==> src/rtl/store_buffer.sv <==
// Store buffer: circular FIFO of word-aligned stores draining to data memory
// in program order, with a load-overlap hazard check against all pending words.
module store_buffer #(
    parameter int DEPTH = 4
) (
    input  logic                     clk,
    input  logic                     rst,
    input  logic [31:0]              st_addr,
    input  logic [31:0]              st_data,
    input  logic [3:0]               st_be,
    output logic                     st_stall,
    input  logic                     ld_req,
    input  logic [31:0]              ld_addr,
    output logic                     ld_hazard,
    output logic                     mem_valid,
    output logic [31:0]              mem_addr,
    output logic [31:0]              mem_wdata,
    output logic [3:0]               mem_be,
    input  logic                     mem_ready,
    output logic [$clog2(DEPTH):0]   count,
    output logic                     empty
);

    localparam int AW = $clog2(DEPTH);
    localparam int CW = AW + 1;
    localparam logic [CW-1:0] FULL_COUNT = CW'(DEPTH);

    logic [29:0]    addr_mem [DEPTH];
    logic [31:0]    data_mem [DEPTH];
    logic [3:0]     be_mem   [DEPTH];

    logic [AW-1:0]  wr_ptr_q, wr_ptr_d;
    logic [AW-1:0]  rd_ptr_q, rd_ptr_d;
    logic [CW-1:0]  count_q, count_d;

    logic           full;
    logic           st_req;
    logic           enq;
    logic           deq;
    logic [DEPTH-1:0] slot_hit;
    logic           unused_addr_bits;

    assign unused_addr_bits = ^{st_addr[1:0], ld_addr[1:0]};

    assign full   = (count_q == FULL_COUNT);
    assign empty  = (count_q == '0);
    assign st_req = (st_be != 4'b0000);
    assign enq    = st_req && !full;
    assign deq    = !empty && mem_ready;

    always_comb begin
        wr_ptr_d = wr_ptr_q;
        rd_ptr_d = rd_ptr_q;
        count_d  = count_q;
        if (enq) begin
            wr_ptr_d = wr_ptr_q + AW'(1);
        end
        if (deq) begin
            rd_ptr_d = rd_ptr_q + AW'(1);
        end
        if (enq && !deq) begin
            count_d = count_q + CW'(1);
        end else if (deq && !enq) begin
            count_d = count_q - CW'(1);
        end
    end

    always_ff @(posedge clk or posedge rst) begin
        if (rst) begin
            wr_ptr_q <= '0;
            rd_ptr_q <= '0;
            count_q  <= '0;
        end else begin
            wr_ptr_q <= wr_ptr_d;
            rd_ptr_q <= rd_ptr_d;
            count_q  <= count_d;
        end
    end

    // Entry storage needs no reset: validity is carried entirely by count_q.
    always_ff @(posedge clk) begin
        if (enq) begin
            addr_mem[wr_ptr_q] <= st_addr[31:2];
            data_mem[wr_ptr_q] <= st_data;
            be_mem[wr_ptr_q]   <= st_be;
        end
    end

    assign st_stall  = st_req && full;
    assign count     = count_q;
    assign mem_valid = !empty;
    assign mem_addr  = mem_valid ? {addr_mem[rd_ptr_q], 2'b00} : '0;
    assign mem_wdata = mem_valid ? data_mem[rd_ptr_q] : '0;
    assign mem_be    = mem_valid ? be_mem[rd_ptr_q] : '0;

    // A slot is live when its distance from the head is below the occupancy.
    generate
        for (genvar gi = 0; gi < DEPTH; gi++) begin : g_slot
            localparam logic [AW-1:0] SLOT = AW'(gi);
            logic [AW-1:0] age;
            logic          live;
            assign age          = SLOT - rd_ptr_q;
            assign live         = ({1'b0, age} < count_q);
            assign slot_hit[gi] = live && (addr_mem[gi] == ld_addr[31:2]);
        end
    endgenerate

    assign ld_hazard = ld_req && (slot_hit != '0);

endmodule

==> config.mk <==
export PLATFORM = sky130hd
export DESIGN_NAME = store_buffer
export DESIGN_NICKNAME = d
export VERILOG_FILES = /design/src/rtl/store_buffer.sv
export SDC_FILE = /design/constraint.sdc
export NUM_CORES = 1
export LEC_CHECK = 0
export CORE_ASPECT_RATIO = 1.25
export CORE_MARGIN = 4
export CORE_UTILIZATION = 45
export CTS_CLUSTER_SIZE = 25
export DETAILED_ROUTE_END_ITERATION = 12
export GPL_TIMING_DRIVEN = 0
export PLACE_DENSITY = 0.77
export SLEW_MARGIN = 30
export SYNTH_ARGS = -nofsm -noshare
export SYNTH_HDL_FRONTEND = slang
export SYNTH_SLANG_ARGS = --single-unit
==> constraint.sdc <==
create_clock -name clk -period 6.6 [get_ports clk]
set_input_delay 1.65 -clock clk [delete_from_list [all_inputs] [get_ports clk]]
set_output_delay 1.65 -clock clk [all_outputs]
set_load 0.02 [all_outputs]
==> results of run 1 <==
## critical path, delay by kind of cell
| kind | cells | cell delay, ps |
|---|---|---|
| and+or+nand+nor | 3 | 1010 |
| buffers and inverters | 2 | 1120 |
| AOI/OAI and AO/OA | 1 | 420 |
| xor gates and xnor gates | 1 | 210 |
## Yosys cell counts
master / n / share of area
edfxtp_1: 264 / 0.67
xor2_1: 113 / 0.084
mux4_2: 66 / 0.13
nor2b_1: 66 / 0.035
nor4_1: 26 / 0.014
xnor2_1: 14 / 0.010
buf_2: 11 / 0.0047
ha_1: 9 / 0.0095
inv_1: 9 / 0.0029
clkbuf_1: 8 / 0.0025
nand4_1: 8 / 0.0042
dfrtp_1: 7 / 0.015
a21oi_1: 6 / 0.0025
nand3_1: 5 / 0.0021
and2_1: 4 / 0.0021
nor3_1: 4 / 0.0017
a2111oi_0: 3 / 0.0022
buf_1: 3 / 0.00095
nand2_1: 3 / 0.00095
buf_4: 2 / 0.0013
inv_2: 2 / 0.00063
nor2_1: 2 / 0.00063
a2111oi_2: 1 / 0.0013
a21oi_4: 1 / 0.0014
buf_6: 1 / 0.00095
conb_1: 1 / 0.00032
fa_1: 1 / 0.0017
mux2_2: 1 / 0.00095
o21ai_0: 1 / 0.00042
or4_1: 1 / 0.00063
## kinds of logic after synthesis
kind of cell,Yosys count,share of synthesized area
buffers and inverters,36,0.0139
and+or+nand+nor,119,0.0610
adders and majority gates,10,0.0112
other,1,0.000317
muxes,67,0.127
xor gates and xnor gates,127,0.0940
AOI/OAI and AO/OA,12,0.00783
DFF,271,0.685
## through the flow
step	total power, W	cell area, µm²	setup slack, ps
global placement	0.00631	14000	330
global route	0.00802	14900	400
CTS	0.00773	14900	520
finish	0.00763	14900	531
detailed placement	0.00635	14100	520
floorplan	0.00483	11800	2220
## final timing paths
kind / end / cells after the start / slack, ps
max: ld_hazard / 7 / 530
min: wr_ptr_q[1] / 2 / 650
max reg2reg: addr_mem[0][0] / 4 / 4020
min reg2reg: wr_ptr_q[1] / 2 / 650
max in group asynchronous: rd_ptr_q[1] / 2 / 5050
min in group asynchronous: wr_ptr_q[0] / 2 / 1350
## registers in the layout, indices dropped and copies added, names as in the netlist
register and flops:
rd_ptr_q 2, data_mem 128, be_mem 16, count 3, wr_ptr_q 2, addr_mem 120
## layout by cell type (no fill, tap or decap), types with 2 or more instances in the layout
cell	n
clkbuf_1	14
clkdlybuf4s50_1	172
diode_2	2
nand4_1	8
a21oi_1	6
ha_1	9
clkinv_1	6
inv_2	2
nand2_1	3
nor2b_1	66
nand3_1	5
xor2_1	113
clkbuf_16	27
buf_1	3
clkinv_2	6
nor4_1	26
dfrtp_1	7
buf_12	2
and2_4	4
nor3_1	4
inv_1	9
xnor2_1	14
buf_16	2
nor2_1	2
edfxtp_1	264
conb_1	2
mux4_2	66
buf_4	2
a2111oi_0	3
buf_2	11
## routing by layer
metal  up-vias  wire length, µm
met1      3235            10700
met5         -               41
met3        51             2150
met4         6              845
li1       2913                -
met2       279            14600
## layout make-up
type                    count  share of cell area
inverters                  11             0.00278
clock inverters            14             0.00463
flip-flops and latches    271               0.545
diodes                      2            0.000337
clock buffers              33              0.0470
well taps                 340              0.0286
repair buffers            176               0.122
plain buffers              25             0.00825
multi-input cells         337               0.241
## power groups by stage
stage,Clock [W],Sequential (W),Combinational [W]
final,0.00136,0.00281,0.00346
after global routing,0.00146,0.00287,0.00370
after CTS,0.00139,0.00282,0.00353
after detailed placement,0,0.00285,0.00350
after global placement,0,0.00290,0.00341
after floorplan,0,0.00283,0.00201
==> results_dict.tcl, run 1 <==
set metrics [dict create \
    hold_viol_final 0 \
    pwr-share-clk 0.178 \
    finalClockSkew_ps 15.4 \
    syn_inst 643 \
    core_area_mm2 0.0259 \
    ys_types 30 \
    synth_area_mm2 0.0118 \
    rsz0062_at_grt "false" \
    cp_data_arrival_time_ps 4420 \
    use_met1 0.243 \
    outcome "finished, final reports clean" \
    finalWorstPathRequiredPeriod_ps 6070 \
    drive_above_1_share 0.148 \
    path_cells "clkdlybuf4s50_1, xor2_1, nor4_1, nand4_1, a2111oi_2, or4_1, clkdlybuf4s50_1" \
    dieArea_mm2 0.0290 \
    final.setup.tns_ps 0 \
    max_clock_freq_ghz 0.165 \
    start_util 0.456 \
    die_y_um 189 \
    instances_no_fill 1209 \
    antenna_found_initial 5 \
    area_growth_pct 25.6 \
    ir_drop_uv 413 \
    grt_max_degree 40 \
    wl_per_cell_um 23.4 \
    ys_ff_latch 271 \
    regArea_mm2 0.00810 \
    end_kind "output pin" \
    post-cts-setup-buffer-count 0 \
    met2_usage 0.338 \
    drc 0 \
    fin_crit_sh 0.920 \
    clkSlewWorstSetupHoldPaths_ps 60 \
    seqPwrFrac 0.368 \
    drtIter0Drc 443 \
    grt_usage 0.194 \
    switchingPower_w 0.00270 \
    holdCritPathClass "flip-flop to flip-flop" \
    crit_fanout 4 \
    final_util 0.573 \
    p_int_w 0.00493 \
    tightest_slew_ps 820 \
    finalSetupViolations 0 \
    p_sw_frac 0.354 \
    cts_sinks 271 \
    worstSetupPathType "input port to output pin" \
    multi_input_area_mm2 0.00357 \
    fin_nets 963 \
    ant_nets 0 \
    fill_cells 2027 \
    ys_seq_area_frac 0.685 \
    worstPathRequired_ps 4950 \
    p_leak_nw 5.02 \
    dr.pass1.iters 5 \
    die_w_um 153 \
    synth_warnings 0 \
    r2r_start "count[0]" \
    cap_violations 0 \
    crit_path_frequent_cell "clkdlybuf4s50_1" \
    dp_hpwl_um 19900 \
    pwr-share-comb 0.453 \
    whs_ps 647 \
    syn_area_per_cell_um2 18.4 \
    grt_pass1_wl_um 42500 \
    numCtsBuffers 27 \
    clockBufferDepth 3 \
    cts_resized 0 \
    rows 66 \
    io_pins 179 \
    slew_viol_final 0 \
    max_stage_delay_ps 620 \
    crit_path_start "ld_addr[27]" \
    grt_pass1_vias 7033 \
    cts_root_buf "clkbuf_16" \
    dp_cells 1160 \
    grt-ovfl-total 0 \
    cp-start-kind "input port" \
    routed_wl_um 28300 \
    viasPerCell 5.36 \
    htreeDepth 1 \
    cts_tree "built" \
    crit_slowest_cell "clkdlybuf4s50_1" \
    clk_latency_ps 540 \
    portBuffers 172 \
    relSlewSlack 0.453 \
    met3_usage 0.0430 \
    cts_hold_buf 0 \
    busiest_layer "met2" \
    cellPowerDensity_mw_per_mm2 514 \
    hp-start "wr_ptr_q[1]" \
    dr_total_vias 6484 \
    routabilityCongestion 0.861 \
]
Note: power is estimated with default switching activity, not from simulation.
==> inputs of run 2 (changes only) <==
--- a/config.mk
+++ b/config.mk
@@ -16,3 +16,4 @@
 export SYNTH_ARGS = -nofsm -noshare
 export SYNTH_HDL_FRONTEND = slang
 export SYNTH_SLANG_ARGS = --single-unit
+export TNS_END_PERCENT = 20
==> constraint.sdc (replaced) <==
create_clock -name clk -period 7 [get_ports clk]
set_input_delay 1.75 -clock clk [delete_from_list [all_inputs] [get_ports clk]]
set_output_delay 1.75 -clock clk [all_outputs]
set_load 0.02 [all_outputs]
==> results of run 2 <==
Same layout as run 1 (identical final DEF). Status: finished, final reports clean.
Main changes from that run: setup slack after placement 520 ps -> 720 ps; setup slack after layout 531 ps -> 731 ps; register-to-register setup slack 4020 ps -> 4420 ps; total power 0.00763 W -> 0.00720 W; worst IR drop on VDD 413 µV -> 389 µV
==> inputs of run 3 (changes only) <==
--- a/config.mk
+++ b/config.mk
@@ -7,11 +7,11 @@
 export LEC_CHECK = 0
 export CORE_ASPECT_RATIO = 1.25
 export CORE_MARGIN = 4
-export CORE_UTILIZATION = 45
+export CORE_UTILIZATION = 40
 export CTS_CLUSTER_SIZE = 25
 export DETAILED_ROUTE_END_ITERATION = 12
 export GPL_TIMING_DRIVEN = 0
-export PLACE_DENSITY = 0.77
+export PLACE_DENSITY = 0.71
 export SLEW_MARGIN = 30
 export SYNTH_ARGS = -nofsm -noshare
 export SYNTH_HDL_FRONTEND = slang
==> results_dict.tcl, run 3 (same netlist as run 1, synthesis figures left out) <==
set metrics [dict create \
    crit_fanout 4 \
    setup_slack_ps 740 \
    largest-register "data_mem" \
    largest_reg_flops 128 \
    post-cts-setup-buffer-count 0 \
    dr.pass1.iters 5 \
    area_growth_pct 27.3 \
    dieArea_mm2 0.0324 \
    holdCritPathClass "flip-flop to flip-flop" \
    fin_nets 965 \
    cellPowerDensity_mw_per_mm2 487 \
    start_util 0.404 \
    p_leak_nw 5.08 \
    drtIter0Drc 292 \
    cts_resized 0 \
    pwr-share-clk 0.189 \
    whs_ps 647 \
    cap_violations 0 \
    core_area_mm2 0.0293 \
    p_sw_frac 0.348 \
    relSlewSlack 0.416 \
    htreeDepth 1 \
    p_int_w 0.00478 \
    cts_tree "built" \
    io_pins 179 \
    drc 0 \
    dpl_cell_area_mm2 0.0142 \
    crit_path_frequent_cell "clkdlybuf4s50_1" \
    antenna_found_initial 7 \
    cts_hold_buf 0 \
    cp_data_arrival_time_ps 4510 \
    path_cells "clkdlybuf4s50_1, xor2_1, nor4_1, nand4_1, a2111oi_0, or4_1, clkdlybuf4s50_1" \
    worst-r2r-setup-slack_ps 4520 \
    fin_crit_sh 0.894 \
    pwr-share-comb 0.451 \
    clk_latency_ps 530 \
    reg_top3 "data_mem x128, addr_mem x120, be_mem x16" \
    hold_viol_final 0 \
    outcome "finished, final reports clean" \
    finalSetupViolations 0 \
    tightest_slew_ps 876 \
    cts_sinks 271 \
    clockBufferDepth 3 \
    numCtsBuffers 27 \
    ir_drop_uv 302 \
    dp_cells 1218 \
    cts_root_buf "clkbuf_16" \
    grt_pass1_wl_um 42200 \
    die_w_um 162 \
    portBuffers 172 \
    dp_hpwl_um 20600 \
    slew_viol_final 0 \
    fin_area_mm2 0.0151 \
    rsz0062_at_grt "false" \
    viasPerCell 5.07 \
    rows 70 \
    dr_total_vias 6445 \
    final_common_cell "edfxtp_1" \
    max_clock_freq_ghz 0.160 \
    routabilityCongestion 0.868 \
    grt_pass1_vias 6943 \
    wl_per_cell_um 22.4 \
    clkSlewWorstSetupHoldPaths_ps 60 \
    grt-ovfl-total 0 \
    worstSetupPathType "input port to output pin" \
    max_stage_delay_ps 620 \
    worstPathRequired_ps 5250 \
    dpl_worst_slack_ps 772 \
    die_y_um 200 \
    grt_usage 0.173 \
    final.setup.tns_ps 0 \
    routed_wl_um 28500 \
    finalClockSkew_ps 11.8 \
    grt_max_degree 37 \
    most-common-layout-cells "edfxtp_1, clkdlybuf4s50_1, xor2_1" \
    crit_slowest_cell "nor4_1" \
    switchingPower_w 0.00255 \
    seqPwrFrac 0.360 \
    instances_no_fill 1270 \
    cp_top_family "buffers and inverters" \
    crit_buf_inv 2 \
    ant_nets 0 \
    drive_above_1_share 0.151 \
    end_kind "output pin" \
    finalWorstPathRequiredPeriod_ps 6260 \
    cp-start-kind "input port" \
]
## run 3: cell count changes in the layout (fill, tap and decap cells not counted)
cell and delta:
bufinv_16 +3, clkbuf_1 -3, clkinv_1 +3, buf_12 +2, clkinv_2 -2, diode_2 +2
clkinvlp_4 -1, inv_6 +1
## run 3: cell type report
cell class / count / area [µm²]
Sequential cell: 271 / 8100
Fill cell: 2508 / 14200
Timing Repair Buffer: 178 / 1860
Clock buffer: 30 / 687
Tap cell: 396 / 495
Multi-Input combinational cell: 337 / 3570
Inverter: 11 / 41.3
Clock inverter: 18 / 161
Antenna cell: 4 / 10.0
Buffer: 25 / 123
## run 3: worst register-to-register path, stage by stage (launching register included)
cell     delay, ps
dfrtp_1        550
nor2_1         110
a21oi_1        530
and2_4         600
buf_16         320
## run 3: worst paths after layout
kind,from,end,cells after the start
worst min register to register,wr_ptr_q[0],wr_ptr_q[0],2
worst max-delay path,ld_addr[3],ld_hazard,7
worst max register to register,count[0],data_mem[1][2],4
worst min-delay path,wr_ptr_q[0],wr_ptr_q[0],2
min in group asynchronous,rst,wr_ptr_q[0],2
max in group asynchronous,rst,rd_ptr_q[0],2
## run 3: through the flow
step	util	power [W]
finish	0.515	0.00733
CTS	0.514	0.00745
global route	0.514	0.00772
global placement	0.480	0.00599
floorplan	-	0.00456
detailed placement	0.485	0.00604
## run 3: power groups by stage
stage	sequential (W)	combinational (W)	clock, W
floorplan	0.00266	0.00189	0
global placement	0.00274	0.00325	0
detailed placement	0.00268	0.00336	0
CTS	0.00265	0.00339	0.00142
global route	0.00269	0.00353	0.00149
finish	0.00264	0.00331	0.00139
## run 3: routing by layer
metal	part of all wire	GRT usage
met3	0.083	0.0473
met2	0.52	0.303
met5	0.0022	0
met1	0.37	0.209
met4	0.027	0.0499
==> patch 1, RTL diff (flow settings as in run 1) <==
The parameter `DEPTH` goes from 4 to 2.
--- a/src/rtl/store_buffer.sv
+++ b/src/rtl/store_buffer.sv
@@ -1,7 +1,7 @@
 // Store buffer: circular FIFO of word-aligned stores draining to data memory
 // in program order, with a load-overlap hazard check against all pending words.
 module store_buffer #(
-    parameter int DEPTH = 4
+    parameter int DEPTH = 2
 ) (
     input  logic                     clk,
     input  logic                     rst,
Interface: changed (resized count); port bits go from 179 to 178. The function was not compared with the original's and may differ.
==> patch 1 against run 1 <==
  * Setup slack gained 0.63 ns
  * Sequential cell count down 135
  * Cell area fell by 42%
  * First-iteration DRC count shrank 66%
  * Wire length shrank 49%
  * Synthesized area down 50%
  * Non-clock buffer count down 8
  * Combinational power down 36%
  * Total power decreased by 38%
  * Critical path depth unchanged
  * Clock skew fell by 0.011 ns
  * Register-to-register slack improved by 0.48 ns
  * Largest cell class unchanged
  * Highest routed layer unchanged
==> patch 1: results (changes against run 1) <==
| Metric | Value |
|---|---|
| Run status | finished, final reports clean |
| DR WL met3 | 1.32 mm (-39%) |
| H-tree level count | 4 (+3) |
| Clock group share of total power | 0.211 (+0.033) |
| Setup slack of the worst register-to-register path | 4.50 ns (+0.48 ns) |
| Count of plain and timing-repair buffers in the layout | 193 (-4.0%) |
| Number of logic inverters in the finished layout | 3 (-8) |
| End of the worst register-to-register path | data_mem[0][16] |
| Maximum VDD drop | 0.343 mV (-17%) |
| Number of synthesized register bits | 136 (-50%) |
| Pin count of the biggest net entering global routing | 35 (-13%) |
| Worst-case headroom to the max-slew limit | 0.644 (+0.191) |
| Source-to-sink clock delay at the later pin of the worst-skew pair | 0.40 ns (-0.14 ns) |
| Sequential cell fraction of total power | 0.320 (-0.048) |
| Detailed-route via count | 3814 (-41%) |
| Setup Skew | 0.00490 ns (-0.0105 ns) |
| Clock tree buffer depth | 2 (-1) |
| Hold path startpoint | wr_ptr_q |
| Multi-input combinational cell count | 233 (-31%) |
| Crit path launch | ld_addr[25] |
| Post-Route M1 WL | 5.38 mm (-50%) |
| Vias in the first global route | 4221 (-40%) |
| Met1 track demand over resource | 0.214 (-0.0289) |
| Proportion of synthesized chip area in sequential cells | 0.690 (+0.00511) |
| Count of flip-flops with a built-in enable after synthesis | 132 (-50%) |
| Global Route met2 Usage | 0.351 (+0.0134) |
| Internal power | 3.00 mW (-39%) |
| Area occupied by registers | 4060 um2 (-50%) |
| Leakage | 3.17 nW (-37%) |
| Worst hold path endpoint | wr_ptr_q |
| Synth unique cells | 26 (-13%) |
| DR pass1 iterations | 6 (+1) |
| All-Layer GR Usage | 0.194 (about the same) |
| Final-layout non-clock buffer area share | 0.226 (+0.0958) |
| Diode insertion count for antenna repair | 0 (-2) |
| Asr flop ratio synth | 0.0294 (+0.00358) |
| Worst Path Max Fanout | 2 (-2) |
| Final-stage net count | 689 (-28%) |
| HPWL reported at the end of detailed placement | 10.6 mm (-47%) |
| Crit path DAT | 3.79 ns (-0.63 ns) |
==> patch 1: cell count changes in the layout (fill, tap and decap cells not counted), moves of 20 or more <==
cell      delta
mux4_2      -66
xor2_1      -99
edfxtp_1   -132
xnor2_1     +37
nor2_1      +66
nor4_1      -20
nor2b_1     -66
mux2i_1     +66
==> patch 1: stage by stage <==
step           area, um2  setup WS [ns]  hold slack, ns
6_report            8550           1.16           0.551
5_1_grt             8550           1.02           0.586
4_1_cts             8550           1.15           0.555
3_5_place_dp        7930           1.18           0.544
3_3_place_gp        7810          -1.10           0.469
2_1_floorplan       5890           1.19           0.455
==> patch 1: kinds of logic after synthesis <==
kind of cell | share of synthesized area
flip-flops | 0.690
AND/OR/NAND/NOR | 0.0718
multiplexers | 0.112
XOR/XNOR | 0.0967
buffers and inverters | 0.0225
AO/OA/AOI/OAI | 0.00382
adder cells (fa/ha/maj) | 0.00212
other | 0.000637
==> patch 2, RTL diff (flow settings as in run 1) <==
Made on the original files. Register the output `count` once more, cleared by the reset; this adds one clock of latency there. The other outputs are not delayed to match.
--- a/src/rtl/store_buffer.sv
+++ b/src/rtl/store_buffer.sv
@@ -87,7 +87,13 @@
     end
 
     assign st_stall  = st_req && full;
-    assign count     = count_q;
+    always_ff @(posedge clk or posedge rst) begin
+        if (rst) begin
+            count <= '0;
+        end else begin
+            count <= count_q;
+        end
+    end
     assign mem_valid = !empty;
     assign mem_addr  = mem_valid ? {addr_mem[rd_ptr_q], 2'b00} : '0;
     assign mem_wdata = mem_valid ? data_mem[rd_ptr_q] : '0;
Formal check against the unedited RTL: not equivalent (a bounded check fails within 4 cycles, from zero or initial values and one cycle with rst high).
==> patch 2 against run 1 <==
  * Synthesized cell count is 0.47% higher
  * Synthesized area is 0.60% higher
  * Clock power is 7% higher
  * Sequential cell count is 3 higher
  * Total power is 1.7% higher
  * Setup slack better by 0.056 ns
  * Maximum frequency is 0.94% higher
  * Clock skew is 0.0069 ns lower
  * Die area is 0.57% higher
  * Cell area is 0.91% higher
  * Wire length is 0.35% lower
  * Largest cell class unchanged
==> patch 2: results (changes against run 1) <==
| Metric | Value |
|---|---|
| Run status | finished, final reports clean |
| Maximum VDD drop | 0.369 mV (-11%) |
| Global-route wire length before repair | 41.7 mm (-1.9%) |
| Initial antenna violation count | 3 (-2) |
| Leakage | 5.08 nW (+1.2%) |
| Synth unique cells | 29 (-3.3%) |
| Placed standard-cell area | 14200 um2 (+0.51%) |
| Hold path startpoint | count_q[1] |
| Final weighted congestion of routability-driven global placement | 0.845 (-1.9%) |
| Number of CTS-inserted buffers | 27 (unchanged) |
| Cell count of the worst hold path | 0 (-2) |
| Vias per cell | 5.42 (+1.1%) |
| Fraction of final layout cells sized beyond drive strength 1 | 0.149 (+0.00145) |
| Average cell area after synthesis | 18.4 um2 (+0.14%) |
| Crit path DAT | 4.36 ns (-0.06 ns) |
| All-Layer GR Usage | 0.190 (-0.00390) |
| Asr flop ratio synth | 0.0365 (+0.0107) |
| Proportion of synthesized chip area in sequential cells | 0.687 (+0.00220) |
| Cell types with the largest area share after synthesis | edfxtp_1 67%, mux4_2 12%, xor2_1 8.3% |
| Number of fill cells in the layout | 1989 (-1.9%) |
| Routed Wire Length | 28.2 mm (-0.35%) |
| Vias in the first global route | 6943 (-1.3%) |
| Final-stage net count | 966 (+0.31%) |
| DRC marker count from the first detailed-route iteration | 453 (+2.3%) |
| Setup Skew | 0.00855 ns (-0.00690 ns) |
| Worst R2R Start | count_q[0] |
-- patch 2: kinds of logic after synthesis --
logic type | after synthesis | synth area share
other | 1 | 0.000315
muxes | 67 | 0.126
DFF | 274 | 0.687
buffers and inverters | 36 | 0.0135
and+or+nand+nor | 119 | 0.0607
adders and majority gates | 10 | 0.0111
AOI/OAI and AO/OA | 12 | 0.00778
xor gates and xnor gates | 127 | 0.0935
-- patch 2: cell type report --
cell class,count,area [um2],share of cell area
Antenna cell,1,2.50,0.000167
Tap cell,340,425,0.0284
Clock inverter,16,135,0.00901
Timing Repair Buffer,176,1820,0.121
Clock buffer,33,698,0.0466
Multi-Input combinational cell,337,3570,0.238
Sequential cell,274,8180,0.546
Buffer,25,119,0.00793
Inverter,11,41.3,0.00275
-- patch 2: report_power, final --
group	internal (mW)	leakage [nW]	total (mW)	switching (mW)
sequential	2.61	2.58	2.84	0.224
combinational	1.60	2.10	3.47	1.87
clock	0.830	0.402	1.45	0.623
-- patch 2: critical path, stage by stage --
cell and delay, ns:
clkdlybuf4s50_1 0.51, xor2_1 0.21, nor4_1 0.55, nand4_1 0.25
a2111oi_2 0.38, or4_1 0.20, clkdlybuf4s50_1 0.61
-- patch 2: through the flow --
stage	cells	util	worst slack [ns]	total power [mW]
2_1_floorplan	647	-	2.22	4.86
3_3_place_gp	1159	0.540	0.389	6.34
3_5_place_dp	1163	0.544	0.594	6.39
4_1_cts	1212	0.576	0.558	7.85
5_1_grt	1212	0.576	0.342	8.14
6_report	1213	0.576	0.587	7.76
-- patch 2: layer usage --
| metal | vias to the layer above | part of all wire | track usage |
|---|---|---|---|
| li1 | 2922 | - | - |
| met1 | 3353 | 0.38 | 0.240 |
| met2 | 247 | 0.52 | 0.334 |
| met3 | 52 | 0.072 | 0.0412 |
| met4 | 6 | 0.027 | 0.0554 |
| met5 | - | 0.0015 | 0 |
-- patch 2: path summary, 6_finish.rpt --
check / end / slack, ns
max: ld_hazard / 0.59
min: count[1] / 0.51
max reg2reg: data_mem[2][8] / 4.08
min reg2reg: count[1] / 0.51
max in group asynchronous: rd_ptr_q[0] / 4.87
min in group asynchronous: wr_ptr_q[0] / 1.44
